## src/rtl/ai_rd_dispatcher.sv

```systemverilog
// AXI read dispatcher: one master port fanned out to SLV_AMT slaves.
// Slave select comes from the top address bits; unmapped selects are
// answered locally with DECERR bursts. R data returns strictly in AR order
// through a small order queue, so a slave that answers early is stalled
// until every older read has completed.
module ai_rd_dispatcher #(
    parameter int SLV_AMT           = 2,
    parameter int DATA_WIDTH        = 32,
    parameter int ADDR_WIDTH        = 32,
    parameter int TRANS_MST_ID_W    = 5,
    parameter int TRANS_DATA_LEN_W  = 3,
    parameter int TRANS_DATA_SIZE_W = 3,
    parameter int TRANS_RD_RESP_W   = 2,
    parameter int SLV_SEL_W         = 2,
    parameter int OUTST_AMT         = 4
) (
    input  logic                                         ACLK_i,
    input  logic                                         ARESET_i,
    // master AR
    input  logic [0:TRANS_MST_ID_W-1]                    m_ARID_i,
    input  logic [0:ADDR_WIDTH-1]                        m_ARADDR_i,
    input  logic [0:TRANS_DATA_LEN_W-1]                  m_ARLEN_i,
    input  logic [0:TRANS_DATA_SIZE_W-1]                 m_ARSIZE_i,
    input  logic                                         m_ARVALID_i,
    output logic                                         m_ARREADY_o,
    // master R
    output logic [0:TRANS_MST_ID_W-1]                    m_RID_o,
    output logic [0:DATA_WIDTH-1]                        m_RDATA_o,
    output logic [0:TRANS_RD_RESP_W-1]                   m_RRESP_o,
    output logic                                         m_RLAST_o,
    output logic                                         m_RVALID_o,
    input  logic                                         m_RREADY_i,
    // slave AR (flattened, slave k at [k*W +: W])
    output logic [0:SLV_AMT*TRANS_MST_ID_W-1]            sa_ARID_o,
    output logic [0:SLV_AMT*ADDR_WIDTH-1]                sa_ARADDR_o,
    output logic [0:SLV_AMT*TRANS_DATA_LEN_W-1]          sa_ARLEN_o,
    output logic [0:SLV_AMT*TRANS_DATA_SIZE_W-1]         sa_ARSIZE_o,
    output logic [0:SLV_AMT-1]                           sa_ARVALID_o,
    input  logic [0:SLV_AMT-1]                           sa_ARREADY_i,
    // slave R
    input  logic [0:SLV_AMT*TRANS_MST_ID_W-1]            sa_RID_i,
    input  logic [0:SLV_AMT*DATA_WIDTH-1]                sa_RDATA_i,
    input  logic [0:SLV_AMT*TRANS_RD_RESP_W-1]           sa_RRESP_i,
    input  logic [0:SLV_AMT-1]                           sa_RLAST_i,
    input  logic [0:SLV_AMT-1]                           sa_RVALID_i,
    output logic [0:SLV_AMT-1]                           sa_RREADY_o,
    // status
    output logic [0:$clog2(OUTST_AMT)]                   outst_cnt_o,
    output logic                                         dsp_full_o
);
    localparam int PTR_W = (OUTST_AMT > 1) ? $clog2(OUTST_AMT) : 1;
    localparam int CNT_W = $clog2(OUTST_AMT) + 1;
    localparam logic [CNT_W-1:0] FULL_CNT = CNT_W'(OUTST_AMT);

    typedef struct packed {
        logic                        err;
        logic [SLV_SEL_W-1:0]        sel;
        logic [TRANS_DATA_LEN_W-1:0] len;
        logic [TRANS_MST_ID_W-1:0]   id;
    } ord_t;

    ord_t                        ord_q [OUTST_AMT];
    logic [PTR_W-1:0]            wr_ptr, rd_ptr;
    logic [CNT_W-1:0]            count;
    logic [TRANS_DATA_LEN_W-1:0] beat_cnt;

    logic [SLV_SEL_W-1:0] ar_sel;
    logic                 ar_decerr, ar_slv_rdy;
    logic                 push, pop, empty;
    ord_t                 head;

    assign ar_sel      = m_ARADDR_i[0:SLV_SEL_W-1];
    assign dsp_full_o  = (count == FULL_CNT);
    assign outst_cnt_o = count;
    assign empty       = (count == '0);
    assign head        = ord_q[rd_ptr];

    // AR fields go to every slave; only the selected one sees ARVALID
    genvar g;
    generate
        for (g = 0; g < SLV_AMT; g++) begin : g_ar_bcast
            assign sa_ARID_o  [g*TRANS_MST_ID_W    +: TRANS_MST_ID_W]    = m_ARID_i;
            assign sa_ARADDR_o[g*ADDR_WIDTH        +: ADDR_WIDTH]        = m_ARADDR_i;
            assign sa_ARLEN_o [g*TRANS_DATA_LEN_W  +: TRANS_DATA_LEN_W]  = m_ARLEN_i;
            assign sa_ARSIZE_o[g*TRANS_DATA_SIZE_W +: TRANS_DATA_SIZE_W] = m_ARSIZE_i;
        end
    endgenerate

    // address decode, AR valid steering and master AR ready
    always_comb begin
        ar_decerr    = 1'b1;
        ar_slv_rdy   = 1'b0;
        sa_ARVALID_o = '0;
        for (int k = 0; k < SLV_AMT; k++) begin
            if (ar_sel == k[SLV_SEL_W-1:0]) begin
                ar_decerr       = 1'b0;
                ar_slv_rdy      = sa_ARREADY_i[k];
                sa_ARVALID_o[k] = m_ARVALID_i & ~dsp_full_o;
            end
        end
        m_ARREADY_o = ~dsp_full_o & (ar_decerr | ar_slv_rdy);
    end

    assign push = m_ARVALID_i & m_ARREADY_o;

    // R return path: follow the queue head, either a slave or a local DECERR burst
    always_comb begin
        m_RID_o     = '0;
        m_RDATA_o   = '0;
        m_RRESP_o   = '0;
        m_RLAST_o   = 1'b0;
        m_RVALID_o  = 1'b0;
        sa_RREADY_o = '0;
        if (!empty) begin
            if (head.err) begin
                m_RVALID_o = 1'b1;
                m_RID_o    = head.id;
                m_RRESP_o  = '1;
                m_RLAST_o  = (beat_cnt == head.len);
            end else begin
                for (int k = 0; k < SLV_AMT; k++) begin
                    if (head.sel == k[SLV_SEL_W-1:0]) begin
                        m_RID_o        = sa_RID_i  [k*TRANS_MST_ID_W  +: TRANS_MST_ID_W];
                        m_RDATA_o      = sa_RDATA_i[k*DATA_WIDTH      +: DATA_WIDTH];
                        m_RRESP_o      = sa_RRESP_i[k*TRANS_RD_RESP_W +: TRANS_RD_RESP_W];
                        m_RLAST_o      = sa_RLAST_i[k];
                        m_RVALID_o     = sa_RVALID_i[k];
                        sa_RREADY_o[k] = m_RREADY_i;
                    end
                end
            end
        end
    end

    assign pop = m_RVALID_o & m_RREADY_i & m_RLAST_o;

    // order-queue storage; contents are don't-care until pushed
    always_ff @(posedge ACLK_i) begin
        if (push)
            ord_q[wr_ptr] <= '{err: ar_decerr, sel: ar_sel, len: m_ARLEN_i, id: m_ARID_i};
    end

    // pointers, occupancy and DECERR beat counter
    always_ff @(posedge ACLK_i) begin
        if (ARESET_i) begin
            wr_ptr   <= '0;
            rd_ptr   <= '0;
            count    <= '0;
            beat_cnt <= '0;
        end else begin
            if (push) wr_ptr <= wr_ptr + 1'b1;
            if (pop)  rd_ptr <= rd_ptr + 1'b1;
            case ({push, pop})
                2'b10:   count <= count + 1'b1;
                2'b01:   count <= count - 1'b1;
                default: count <= count;
            endcase
            if (pop)
                beat_cnt <= '0;
            else if (!empty && head.err && m_RREADY_i)
                beat_cnt <= beat_cnt + 1'b1;
        end
    end
endmodule

```

## config.mk

```make
export PLATFORM = sky130hd
export DESIGN_NAME = ai_rd_dispatcher
export DESIGN_NICKNAME = d
export VERILOG_FILES = /design/src/rtl/ai_rd_dispatcher.sv
export SDC_FILE = /design/constraint.sdc
export NUM_CORES = 1
export LEC_CHECK = 0
export ABC_AREA = 1
export BUFFER_PORTS_ARGS = -buffer_cell sky130_fd_sc_hd__buf_4
export CAP_MARGIN = 20
export CORE_UTILIZATION = 38
export CTS_BUF_LIST = sky130_fd_sc_hd__clkbuf_8
export DETAILED_ROUTE_END_ITERATION = 8
export GPL_TIMING_DRIVEN = 0
export PLACE_DENSITY = 0.81
export SYNTH_ARGS = -nofsm -noshare
export SYNTH_HDL_FRONTEND = slang
export SYNTH_SLANG_ARGS = --single-unit
export TNS_END_PERCENT = 20
```

## constraint.sdc

```tcl
create_clock -name ACLK_i -period 5.1 [get_ports ACLK_i]
set_input_delay 1.02 -clock ACLK_i [delete_from_list [all_inputs] [get_ports ACLK_i]]
set_output_delay 1.02 -clock ACLK_i [all_outputs]
set_load 0.03 [all_outputs]
```

# [After elaboration in Yosys (flattened, before gate mapping)]
# Memories as Yosys holds them, arrays and structs flattened. A register that Yosys moved wholly into a read port is not among the register bits.
# Index checks and enable logic that the tools add are counted.
[word_totals] wordCells=66 n_memories=1 ram_bits=44 inputBits=131 regBits=10
[mem_list] memory="ord_q" words=4 word_bits=11 rd=1 rd_ports_with_merged_regs=1 wr=1 line="62" rtl="ord_t ord_q [OUTST_AMT];"
[classes] n_bitwise=7 n_eq_ne=6 n_mux=35 n_addsub=5 n_reduce_logical=8
[ops] op="32-bit two-way mux" n=4
[ops] op="5-bit two-way mux" n=4
[ops] op="1-bit two-way mux" n=18
[ops] op="2-bit two-way mux" n=8
[ops] op="3-bit by 1-bit adder with 3-bit output (second input constant)" n=2
[ops] op="2-bit by 1-bit == test with 1-bit output (second input constant)" n=3
[ops] op="3-bit case mux with 2 select lines" n=1
[ops] op="1-bit bitwise AND" n=5
[ops] op="2-bit by 1-bit adder with 2-bit output (second input constant)" n=2
[ops] op="2-bit zero test" n=2
[ops] op="3-bit == test" n=1
[ops] op="3-bit == test (second input constant)" n=1
[ops] op="3-bit zero test" n=1
[ops] op="3-bit by 1-bit subtractor with 3-bit output (second input constant)" n=1
[ops] op="2-bit == test (second input constant)" n=1
[ops] op="1-bit logical AND" n=2
[ops] op="2-bit nonzero test" n=1
[ops] op="2-bit OR reduction" n=1
[ops] op="1-bit zero test" n=1
[ops] op="1-bit NOT" n=1
[ops] op="1-bit bitwise OR" n=1

# [Depth between registers and ports, before layout]
[logic_depth] depth_word=9 depth_mapped=18 mapped_depth_nobuf=17

# [Worst setup path after synthesis]
# Ideal clock, no wire load.
[synth_path] path_kind="register -> register" start="reg count[2], in the netlist outst_cnt_o[0]" end="reg count[2], in the netlist outst_cnt_o[0]" stages_incl_launch_ff=12 arrival_time_ns=3.072 t_required_ns=4.978 path_slack_ns=1.906 path_cell_list="dfxtp_1 -> inv_1 -> nor3_1 -> nor3_1 -> nand2_1 -> ha_1 -> inv_1 -> fa_1 -> a21oi_1 -> o21ai_0 -> o21ai_0 -> a21oi_1"
[synth_via] elab_chain_len=6 word_cells_on_any_way=15
[synth_rtl] element="start: declaration" line="64" rtl="logic [CNT_W-1:0] count;"
[synth_rtl] element="start signal: assignment" line="154" rtl="2'b10: count <= count + 1'b1;"
[synth_rtl] element="start signal: assignment" line="155" rtl="2'b01: count <= count - 1'b1;"
[synth_rtl] element="start signal: assignment" line="156" rtl="default: count <= count;"
[synth_rtl] element="3-bit == test (*)" line="73" rtl="assign dsp_full_o = (count == FULL_CNT);"
[synth_rtl] element="net dsp_full_o" line="49" rtl="output logic dsp_full_o"
[synth_rtl] element="1-bit NOT (*)" line="101" rtl="m_ARREADY_o = ~dsp_full_o & (ar_decerr | ar_slv_rdy);"
[synth_rtl] element="1-bit bitwise AND (*)" line="101"
[synth_rtl] element="net m_ARREADY_o" line="25" rtl="output logic m_ARREADY_o,"
[synth_rtl] element="1-bit bitwise AND (*)" line="104" rtl="assign push = m_ARVALID_i & m_ARREADY_o;"
[synth_rtl] element="2-bit by 1-bit == test with 1-bit output / 2-bit == test (equally long branches)" line="153" rtl="case ({push, pop})"
[synth_rtl] element="3-bit case mux with 2 select lines / 2-bit nonzero test (equally long branches)"
# Mark *: on every way through the listed nets, which the timed path passes. The rest lies on a longest branch.
# A chain may end at the register's enable or synchronous reset.

==> impl_metrics.env <==
export IMPL_status="completed"
export IMPL_die_area_mm2=0.01072
export IMPL_reg2reg_depth=15
export IMPL_cts_tree="yes"
export IMPL_worst_slew_pin_slew_ns=1.041
export IMPL_cts_root_buf="clkbuf_8"
export IMPL_core_area_mm2=0.009864
export IMPL_cts_sinks=56
export IMPL_rows=36
export IMPL_drv_cap=0
export IMPL_initialDrtViolationCount=181
export IMPL_p_leak_nw=2.935
export IMPL_antenna_found_initial=0
export IMPL_crit_required_ns=4.08
export IMPL_fill_cells=866
export IMPL_vias_per_cell=4.670
export IMPL_ys_types=28
export IMPL_power_density_mw_per_mm2=220.9
export IMPL_syn_area_per_cell_um2=8.042
export IMPL_fmax_mhz=281.3
export IMPL_yosysWarningCount=0
export IMPL_ios=267
export IMPL_wl_um=13940
export IMPL_criticalPathCategory="reg2out"
export IMPL_vias=4035
export IMPL_htree_levels=2
export IMPL_ys_seq_elements=56
export IMPL_syn_to_final_growth_pct=52.52
export IMPL_hold_start="rd_ptr[0]$_SDFFE_PP0P_"
export IMPL_hold_depth=2
export IMPL_place_hpwl_um=11550
export IMPL_die_x_um=103.5
export IMPL_rsz0062_at_grt="no"
export IMPL_fin_crit_ns=3.555
export IMPL_overflow=0
export IMPL_startpoint_type="register"
export IMPL_grt_use_total_pct=25.58
export IMPL_layout_drive_gt1_share_pct=52.26
export IMPL_fp_dieH_um=103.5
export IMPL_first_pass_iters=5
export IMPL_grt_pass1_vias=4034
export IMPL_port_buffers=233
export IMPL_path_max_fanout=10
export IMPL_arrival_ns=2.53
export IMPL_seq_area_frac_synth_pct=39.87
export IMPL_period_share_pct=69.70
export IMPL_hold_viol=0
export IMPL_setup_violations=0
export IMPL_num_nets_final=868
export IMPL_grt_first_pass_wirelength_um=21490
export IMPL_reg2reg_slack_ns=2.42
export IMPL_cts_buffers_inserted=5
export IMPL_clock_path_buffers=2
export IMPL_r2r_end="outst_cnt_o[0]$_SDFFE_PP0P_"
export IMPL_antenna_diode_count=0
export IMPL_cts_setup_buffers=0
export IMPL_fin_skew_ns=0.009005
export IMPL_grt_max_degree=18
export IMPL_path_clk_slew_ns=0.10
export IMPL_irDropWorstVdd_uv=170.1
export IMPL_synth_cells=487
export IMPL_clock_latency_ns=0.31
export IMPL_wl_per_cell_um=16.14
export IMPL_drc=0
export IMPL_cp_end_kind="output port"
export IMPL_total_power_mw=1.319
export IMPL_whs_endpoint="rd_ptr[0]$_SDFFE_PP0P_"
export IMPL_syn_cell_area_mm2=0.003916
export IMPL_drtAntennaViolNets=0
export IMPL_report_final_slew_viol_count=0
export IMPL_finalSetupTns_ns=0
export IMPL_cts_hold_fix_buffers=0
export IMPL_slew_headroom_pct=30.37
export IMPL_postCtsResizedCells=0
export IMPL_synth_net_count=625
export IMPL_start_util_pct=39.70
export IMPL_hold_class="reg2reg"
export IMPL_globalplace_congestion=0.9403
worst max-delay path, stage by stage, from the launching register on:
cell     delay [ns]
dfxtp_1        0.47
inv_2          0.11
nand2_1        0.11
nand3_1        0.09
nand2_1        0.13
nand2_1        0.11
inv_2          0.09
buf_4          0.17
buf_2          0.24
nand2_1        0.07
a21oi_1        0.38
buf_4          0.24
how the worst max path moves through the flow:
stage	start	end	depth (start not counted)
5_1_grt	register	m_RDATA_o[24]	11
3_3_place_gp	outst_cnt_o[2]$_SDFFE_PP0P_	m_RDATA_o[24]	6
4_1_cts	outst_cnt_o[2]$_SDFFE_PP0P_	m_RDATA_o[24]	6
3_5_place_dp	outst_cnt_o[2]$_SDFFE_PP0P_	m_RDATA_o[24]	6
2_1_floorplan	outst_cnt_o[0]$_SDFFE_PP0P_	outst_cnt_o[0]$_SDFFE_PP0P_	11
6_report	register	m_RDATA_o[24]	11
kinds of logic (layout without fill, tap and decap cells):
family / after synthesis / after routing / synth area share [%]
compound gates: 67 / 67 / 9.393
simple gates: 211 / 211 / 24.41
xor+xnor: 2 / 2 / 0.4474
fa+ha+maj: 7 / 7 / 2.428
buf+inv: 143 / 387 / 23.16
flops: 56 / 56 / 39.87
mux: 1 / 1 / 0.2875
metal layers:
metal  vias up  part of all wire (%)  track usage [%]
li1       1977                     -                -
met1      1873                    36            28.05
met2       161                    54            47.70
met3        24                   6.7            5.601
met4         0                   3.2            9.834
met5         -                     0                0
stage by stage:
| step | setup slack (ns) | instances | cell area, um^2 | hold WS, ns | util (%) |
|---|---|---|---|---|---|
| after floorplan | 1.906 | 487 | 3916 | 0.4595 | - |
| after global placement | 1.926 | 853 | 5832 | 0.4720 | 59.12 |
| after detailed placement | 1.979 | 853 | 5832 | 0.4760 | 59.12 |
| after CTS | 1.620 | 861 | 5943 | 0.5038 | 60.25 |
| after global routing | 1.388 | 864 | 5973 | 0.5333 | 60.55 |
| final | 1.545 | 864 | 5973 | 0.5011 | 60.55 |
Yosys cell counts, drive strengths merged:
master	number	area share [%]
xor2	2	0.45
nand2	149	16
a22oi	5	0.96
clkbuf	6	0.58
buf	99	19
o211ai	5	0.96
nor2	21	2.4
nand3	33	5.2
edfxtp	44	34
ha	6	1.9
fa	1	0.51
inv	38	3.6
o21ai	7	0.99
mux2	1	0.29
nand3b	1	0.19
dfxtp	12	6.1
a21oi	50	6.5
nor3	7	0.89
layout make-up:
cell class | count | area [um^2] | share of cell area, %
inverters | 38 | 142.6 | 2.388
multi-input cells | 288 | 1448 | 24.24
plain buffers | 105 | 764.5 | 12.80
well taps | 133 | 166.4 | 2.786
clock buffers | 5 | 68.82 | 1.152
flip-flops and latches | 56 | 1562 | 26.14
repair buffers | 236 | 1779 | 29.79
clock inverters | 3 | 42.54 | 0.7122
flip-flops by register name, indices dropped and copies added (netlist names), named ones only:
signal	flops
beat_cnt	3
wr_ptr	2
rd_ptr	2
ord_q	44
outst_cnt_o	3
power breakdown:
group / switching [mW] / internal (mW) / leakage (nW)
Combinational: 0.293 / 0.214 / 2.38
Clock: 0.145 / 0.147 / 0.0599
Sequential: 0.00906 / 0.512 / 0.500
cells in the final DEF (no fill, tap or decap), types with 2 or more instances in the layout:
cell type / Yosys / routed
buf_4: 87 / 321
ha_1: 6 / 6
buf_2: 8 / 8
xor2_1: 2 / 2
buf_6: 3 / 5
nand2_2: 16 / 16
nor3_1: 7 / 7
clkbuf_1: 6 / 6
a21oi_1: 49 / 49
a22oi_1: 5 / 5
inv_2: 5 / 5
nand3_1: 25 / 25
o211ai_1: 5 / 5
nor2_1: 15 / 15
inv_1: 33 / 34
edfxtp_1: 44 / 44
clkbuf_8: 0 / 5
nand3_2: 8 / 8
nand2_1: 131 / 131
dfxtp_1: 12 / 12
nor2_2: 6 / 6
nand2_4: 2 / 2
o21ai_0: 6 / 6
Power figures use the tool's default switching activity.
